## src/rtl/byte_unstriping.sv

```systemverilog
// Merges two striped byte lanes back into one stream through a 4-entry FIFO per lane.
// Optional sticky overflow flag enabled by defining BYTE_UNSTRIPING_ERROR_EN.
module byte_unstriping (
    input  logic       clk_2f,
    input  logic       reset,
    input  logic [7:0] lane_0,
    input  logic       valid_0,
    input  logic [7:0] lane_1,
    input  logic       valid_1,
    output logic [7:0] data_out,
    output logic       valid_out,
    output logic       error
);

    localparam int unsigned DW    = 8;
    localparam int unsigned DEPTH = 4;
    localparam int unsigned PW    = 2;
    localparam int unsigned CW    = 3;
    localparam int unsigned LANES = 2;

    logic [DW-1:0] mem    [LANES][DEPTH];
    logic [PW-1:0] rd_ptr [LANES];
    logic [PW-1:0] wr_ptr [LANES];
    logic [CW-1:0] count  [LANES];
    logic          sel;

    logic [DW-1:0] in_data [LANES];
    logic [1:0]    in_valid;
    logic [1:0]    full;
    logic [1:0]    pop;
    logic [1:0]    push;

    assign in_data[0] = lane_0;
    assign in_data[1] = lane_1;
    assign in_valid   = {valid_1, valid_0};

    // Only the selected lane may pop; a full FIFO still accepts a push when it pops.
    always_comb begin
        full = '0;
        pop  = '0;
        push = '0;
        for (int i = 0; i < int'(LANES); i++) begin
            full[i] = (count[i] == CW'(DEPTH));
        end
        pop[0] = !sel && (count[0] != '0);
        pop[1] =  sel && (count[1] != '0);
        for (int i = 0; i < int'(LANES); i++) begin
            push[i] = in_valid[i] && (!full[i] || pop[i]);
        end
    end

    // Storage is not reset; pointers and counts guard every read.
    always_ff @(posedge clk_2f) begin
        for (int i = 0; i < int'(LANES); i++) begin
            if (push[i]) begin
                mem[i][wr_ptr[i]] <= in_data[i];
            end
        end
    end

    always_ff @(posedge clk_2f or negedge reset) begin
        if (!reset) begin
            for (int i = 0; i < int'(LANES); i++) begin
                rd_ptr[i] <= '0;
                wr_ptr[i] <= '0;
                count[i]  <= '0;
            end
        end else begin
            for (int i = 0; i < int'(LANES); i++) begin
                if (push[i]) begin
                    wr_ptr[i] <= wr_ptr[i] + PW'(1);
                end
                if (pop[i]) begin
                    rd_ptr[i] <= rd_ptr[i] + PW'(1);
                end
                if (push[i] && !pop[i]) begin
                    count[i] <= count[i] + CW'(1);
                end else if (pop[i] && !push[i]) begin
                    count[i] <= count[i] - CW'(1);
                end
            end
        end
    end

    // Merge stage: an empty selected lane stalls output rather than skipping ahead.
    always_ff @(posedge clk_2f or negedge reset) begin
        if (!reset) begin
            sel       <= 1'b0;
            data_out  <= '0;
            valid_out <= 1'b0;
        end else if (|pop) begin
            sel       <= ~sel;
            data_out  <= mem[sel][rd_ptr[sel]];
            valid_out <= 1'b1;
        end else begin
            valid_out <= 1'b0;
        end
    end

`ifdef BYTE_UNSTRIPING_ERROR_EN
    logic [1:0] drop;

    assign drop = in_valid & full & ~pop;

    always_ff @(posedge clk_2f or negedge reset) begin
        if (!reset) begin
            error <= 1'b0;
        end else if (|drop) begin
            error <= 1'b1;
        end
    end
`else
    assign error = 1'b0;
`endif

endmodule

```

## config.mk

```make
export PLATFORM = sky130hd
export DESIGN_NAME = byte_unstriping
export DESIGN_NICKNAME = d
export VERILOG_FILES = /design/src/rtl/byte_unstriping.sv
export SDC_FILE = /design/constraint.sdc
export NUM_CORES = 1
export LEC_CHECK = 0
export BUFFER_PORTS_ARGS = -buffer_cell sky130_fd_sc_hd__buf_2
export CORE_ASPECT_RATIO = 0.9
export CORE_UTILIZATION = 53
export CTS_CLUSTER_DIAMETER = 100
export DETAILED_ROUTE_END_ITERATION = 16
export PLACE_DENSITY_LB_ADDON = 0.1
export SYNTH_ARGS = -nofsm -noshare
export SYNTH_HDL_FRONTEND = slang
export SYNTH_SLANG_ARGS = --single-unit
export TNS_END_PERCENT = 10
```

## constraint.sdc

```tcl
create_clock -name clk_2f -period 2.1 [get_ports clk_2f]
set_input_delay 0.105 -clock clk_2f [delete_from_list [all_inputs] [get_ports clk_2f]]
set_output_delay 0.105 -clock clk_2f [all_outputs]
set_load 0.005 [all_outputs]
```

# Yosys cells after proc, flatten, opt, wreduce, memory -nomap -nowiden
# Memory sizes are Yosys's and may differ from the RTL's.
# Index checks and enable logic that the tools add are counted.
[word_totals]
reg_bits = 24
latchBits = 0
ram_bits = 64
mem_bits_ro = 0
word_cells = 74
n_memories = 1
[memory_table]
columns = ["name", "words", "word_bits", "rd", "rd_ports_with_merged_regs", "write_ports", "line_no", "source"]
rows = [
  ["mem", 2, 32, 1, 0, 2, "21", "logic [DW-1:0] mem [LANES][DEPTH];"],
]
[classes]
n_addsub = 8
n_mul = 0
div = 0
n_lt_le_gt_ge = 6
eq_ne = 2
shifts = 0
mux = 19
bitwise = 5
reduce_logical = 24
[op_table]
columns = ["operator", "n"]
rows = [
  ["32-bit two-way mux", 2],
  ["8-bit demux with 2-bit select", 2],
  ["8-bit two-way mux", 4],
  ["8-bit binary-select mux with 2-bit select", 1],
  ["3-bit two-way mux", 4],
  ["1-bit logical AND", 10],
  ["3-bit greater-or-equal comparator, second input constant", 3],
  ["2-bit NOT with 3-bit output", 3],
  ["2-bit by 1-bit adder with 2-bit output, second input constant", 4],
  ["1-bit zero test", 7],
  ["3-bit by 1-bit adder with 3-bit output, second input constant", 2],
  ["3-bit equality test, second input constant", 2],
  ["3-bit by 1-bit < comparator with 1-bit output, second input constant", 2],
  ["2-bit two-way mux", 3],
  ["3-bit nonzero test", 2],
  ["3-bit by 1-bit subtractor with 3-bit output, second input constant", 2],
  ["2-bit nonzero test", 2],
  ["1-bit two-way mux", 3],
  ["2-bit greater-or-equal comparator, second input constant", 1],
  ["1-bit logical OR", 2],
  ["1-bit NOT with 2-bit output", 1],
  ["2-bit OR reduction", 1],
  ["1-bit NOT", 1],
]

# Logic depth before layout (Yosys ltp)
[logic_depth]
ltp_word = 8
ltp_mapped = 10
mapped_depth_nobuf = 9

# Worst setup path before layout
# No wires, ideal clock.
[synth_path]
kind = "reg2reg"
start = "register sel"
end = "register count[4] in the netlist's numbering"
setup_time_ps = 125
arrival_ps = 1894
t_required_ps = 1975
path_slack_ps = 82
stages_incl_launch_ff = 9
synth_period_minus_slack_ps = 2018
cell_sequence = "dfrtp_1 -> buf_6 -> nor2_1 -> clkbuf_1 -> inv_1 -> ha_1 -> inv_1 -> fa_1 -> mux2_2"
[synth_between]
elab_chain_len = 7
word_cells_on_any_way = 10
classes_between = "mux (1); reduce/logical (9)"
[synth_rtl]
columns = ["item", "line_no", "source"]
rows = [
  ["start: declaration", "25", "logic sel;"],
  ["start signal: assignment", "92", "sel <= ~sel;"],
  ["1-bit zero test (*)", "45", "pop[0] = !sel && (count[0] != '0);"],
  ["1-bit logical AND (*)", "45", ""],
  ["1-bit logical OR", "48", "push[i] = in_valid[i] && (!full[i] || pop[i]);"],
  ["1-bit logical AND", "48", ""],
  ["1-bit zero test", "78", "end else if (pop[i] && !push[i]) begin"],
  ["1-bit logical AND", "78", ""],
  ["2-bit nonzero test (no source line)", "-", ""],
  ["end signal: indexed assignment", "77", "count[i] <= count[i] + CW'(1);"],
  ["end signal: indexed assignment", "79", "count[i] <= count[i] - CW'(1);"],
  ["end: declaration", "24", "logic [CW-1:0] count [LANES];"],
]
# Mark *: on every way between the ends. The rest lies on a longest branch, timed or not.
# A chain may end at the register's enable or synchronous reset.

# Final worst setup path
[layout_path]
start = "register count[2] in the netlist's numbering"
end = "register count[2] in the netlist's numbering"
[layout_between]
elab_chain_len = 7
word_cells_on_any_way = 15
classes_between = "add/sub (2); eq/ne (1); mux (2); reduce/logical (10)"
[layout_rtl]
columns = ["item"]
rows = [
  ["branches (longest 7 deep; another with 3-bit by 1-bit subtractor with 3-bit output)"],
]
# Parallel ways; which one is timed is not known. The select of a mux whose other input is x is not followed.

==> flow_summary.yaml <==
worst_setup_path:
  crit_slowest_cell: "dfrtp_1"
  worst_path_dominant_cell_family: "adder cells"
  path_common_cell: "inv_1"
  worstRegToRegCells: 8
  worst-setup-path-type: "reg -> reg"
  cp_num_buf_inv: 2
  cpPeakStageDelay_ns: 0.41
  start_kind: "register"
  regToRegStartpoint: "count[2]$_DFFE_PN0P_"
  r2r_end: "count[2]$_DFFE_PN0P_"
  path_cells: "o31a_1, inv_1, ha_2, inv_1, fa_1, xor2_1, nor2_1, xnor2_1"
  end_kind: "register"
  worstPathRequired_ns: 2.37
  crit_fanout: 3
  arrival_ns: 2.26
  crit_start: "count[2]$_DFFE_PN0P_"
  reg2reg_slack_ns: 0.10
logic_synthesis:
  synth_fp_nets: 240
  synth_area_leaders: "edfxtp_1 53%, dfrtp_1 17%, mux2i_1 4.4%, ha_1 3.5%, mux4_1 2.9%"
  syn_area_sq_um: 3610
  async_flop_share: 0.273
  ys_warn_count: 0
  synthCells: 208
  dominantRegCellSynth: "edfxtp_1"
  synth_top_area_frac: 0.533
  synth_cell_type_count: 31
  synth_edf_count: 64
  yosysTopAreaCell: "edfxtp_1"
  yosysSeqAreaShare: 0.699
  synth-seq-cells: 88
  avgSynthCellArea_sq_um: 17.3
power_and_ir_drop:
  power.density_nw_per_um2: 1400
  leakage_nw: 1.65
  ir_worst_vdd_mv: 0.650
global_route:
  grt_use_total: 0.199
  grt_antenna_before_repair: 0
  first_global_vias: 1950
  grt_pass1_wl_microns: 9850
  grt-ovfl-total: 0
  grt_max_degree: 25
die:
  fp.dieH_microns: 80.3
  chipWidth_microns: 89.0
  core_sq_um: 6590
  start_util: 0.548
  io-pin-count: 30
  num_rows: 28
  dieArea_sq_um: 7140
placed_design:
  dpl_cell_area_sq_um: 3850
  dp_cells: 323
  place.port_buffers: 28
  place_ws_ns: 0.000817
  dp_hpwl_microns: 4120
  gp_congestion: 0.743
drt:
  drt_iter0_drc: 60
  route.detailed.drc: 0
  wl_microns: 6130
  vias: 1858
  wl_per_cell_microns: 17.1
  ant_nets: 0
  via_per_inst: 5.18
  drtPass1Iterations: 4
flow_run:
  drv_cap: 0
sta:
  grt_setup_unrepaired: "false"
  final.setup.tns_ns: 0
  maxSlewViolCount: 0
  clock.fmax_ghz: 0.501
  hold_ws_ns: 0.224
  post-route-period-util: 0.951
  period_needed_ns: 2.00
  setup_slack_ns: 0.103
  finClkSkew_ns: 0.00684
  finalSetupViolCount: 0
  tightest_slew_ns: 0.544
  hold_viol: 0
  worst_slew_margin_rel: 0.637
worst_hold_path:
  worstHoldStart: "valid_0"
  timing.hold.worst.class: "in -> reg"
  min_to: "wr_ptr[2]$_DFFE_PN0P_"
  holdPathStages: 4
clocking:
  clock_latency_ns: 0.35
  clkTransAtPathRegs_ns: 0.08
  cts.sinks: 88
  root_buffer: "clkbuf_8"
  cts_tree: "done"
  cts_buffers: 9
  cts_max_level: 3
  clk_path_buf_depth: 2
final_layout:
  syn2layout_area_growth_pct: 16.8
  diodes: 0
  nets: 297
  design_area_sq_um: 4210
  drive_above_1_share: 0.219
  instances_no_fill: 359
outcome:
  status: "completed"
-- cell usage after synthesis (all sizes together) (4+ instances only) --
cell / number
nor2b: 8
mux4: 8
o22ai: 8
ha: 10
xnor2: 7
edfxtp: 64
and2: 8
a211o: 8
nand2: 7
dfrtp: 24
xor2: 4
nor2: 4
mux2i: 17
inv: 9
buf: 5
-- where the power goes --
part           leakage, nW  internal, W  total, W  switching (W)
registers            0.868      0.00240   0.00270       0.000300
clock network       0.0766     0.000416  0.000975       0.000559
logic                0.709      0.00110   0.00221        0.00111
total                 1.65      0.00392   0.00589        0.00196
-- state kept, by name, summed over array words and instances, names as in the netlist --
| name | flops |
|---|---|
| mem | 64 |
| data_out | 8 |
| count | 6 |
| rd_ptr | 4 |
| wr_ptr | 4 |
| sel | 1 |
| valid_out | 1 |
-- final cells by class --
class / count / area (sq um)
clock inverters: 6 / 36.3
clock buffers: 9 / 124
inverters: 9 / 33.8
well taps: 90 / 113
fillers: 502 / 2370
multi-input cells: 104 / 1000
flip-flops and latches: 88 / 2520
repair buffers: 53 / 383
-- kinds of logic (layout without fill, tap and decap cells) --
family                     count (synthesis)  after routing  synth area share
xor gates and xnor gates                  11             11            0.0267
AOI/OAI and AO/OA                         22             22            0.0465
muxes                                     27             27             0.111
DFF                                       88             88             0.699
buffers and inverters                     16             77            0.0243
other                                      1              1           0.00104
and+or+nand+nor                           31             31            0.0454
adders and majority gates                 12             12            0.0458
-- worst register-to-register path, stage by stage (launching register included) --
cell     delay (ns)
dfrtp_1        0.41
o31a_1         0.32
inv_1          0.09
ha_2           0.19
inv_1          0.06
fa_1           0.40
xor2_1         0.18
nor2_1         0.13
xnor2_1        0.14
-- metal layers --
| metal | routed length [microns] | GRT usage | vias to the layer above |
|---|---|---|---|
| met5 | 0 | 0 | - |
| met4 | 38 | 0.0746 | 0 |
| met3 | 147 | 0.0555 | 2 |
| met2 | 3230 | 0.340 | 32 |
| met1 | 2710 | 0.239 | 931 |
| li1 | - | - | 893 |
-- layout by cell type, fill, tap and decap left out, types with 2 or more instances in the layout --
| cell | synthesis | routed |
|---|---|---|
| a211o_1 | 8 | 8 |
| and2_1 | 8 | 8 |
| buf_2 | 1 | 28 |
| buf_4 | 1 | 7 |
| clkbuf_8 | 0 | 9 |
| clkinv_1 | 0 | 2 |
| clkinvlp_4 | 0 | 2 |
| dfrtp_1 | 24 | 23 |
| dlygate4sd3_1 | 0 | 17 |
| edfxtp_1 | 64 | 64 |
| fa_1 | 2 | 2 |
| ha_1 | 10 | 9 |
| inv_1 | 9 | 9 |
| mux2_2 | 2 | 2 |
| mux2i_1 | 16 | 16 |
| mux4_1 | 4 | 4 |
| mux4_2 | 4 | 4 |
| nand2_1 | 7 | 7 |
| nor2_1 | 4 | 4 |
| nor2b_1 | 8 | 8 |
| nor3_1 | 2 | 2 |
| o22ai_1 | 8 | 8 |
| o31a_1 | 2 | 2 |
| xnor2_1 | 7 | 7 |
| xor2_1 | 4 | 4 |
-- per-stage QoR --
step,util,total power [W]
2_1_floorplan,-,0.00428
3_3_place_gp,0.584,0.00475
3_5_place_dp,0.584,0.00489
4_1_cts,0.638,0.00594
5_1_grt,0.640,0.00626
6_report,0.640,0.00589
-- what timing repair did --
item                                   CTS  global route
hold buffers                            17             0
setup endpoints to repair                1             1
endpoints found under the hold margin   88             0
gates resized for setup                  1             1
buffers inserted                         3             1
gates cloned                             0             0
pin swaps                                0             1
-- worst max path at each step --
stage	endpoint	slack (ns)	cells after the start
final	count[2]$_DFFE_PN0P_	0.10	8
after floorplan	count[4]$_DFFE_PN0P_	0.08	8
after detailed placement	count[2]$_DFFE_PN0P_	0.0008	8
after global routing	count[2]$_DFFE_PN0P_	0.005	8
after global placement	count[1]$_DFFE_PN0P_	0.20	5
after CTS	count[2]$_DFFE_PN0P_	0.03	8
Note: power is estimated with default switching activity, not from simulation.
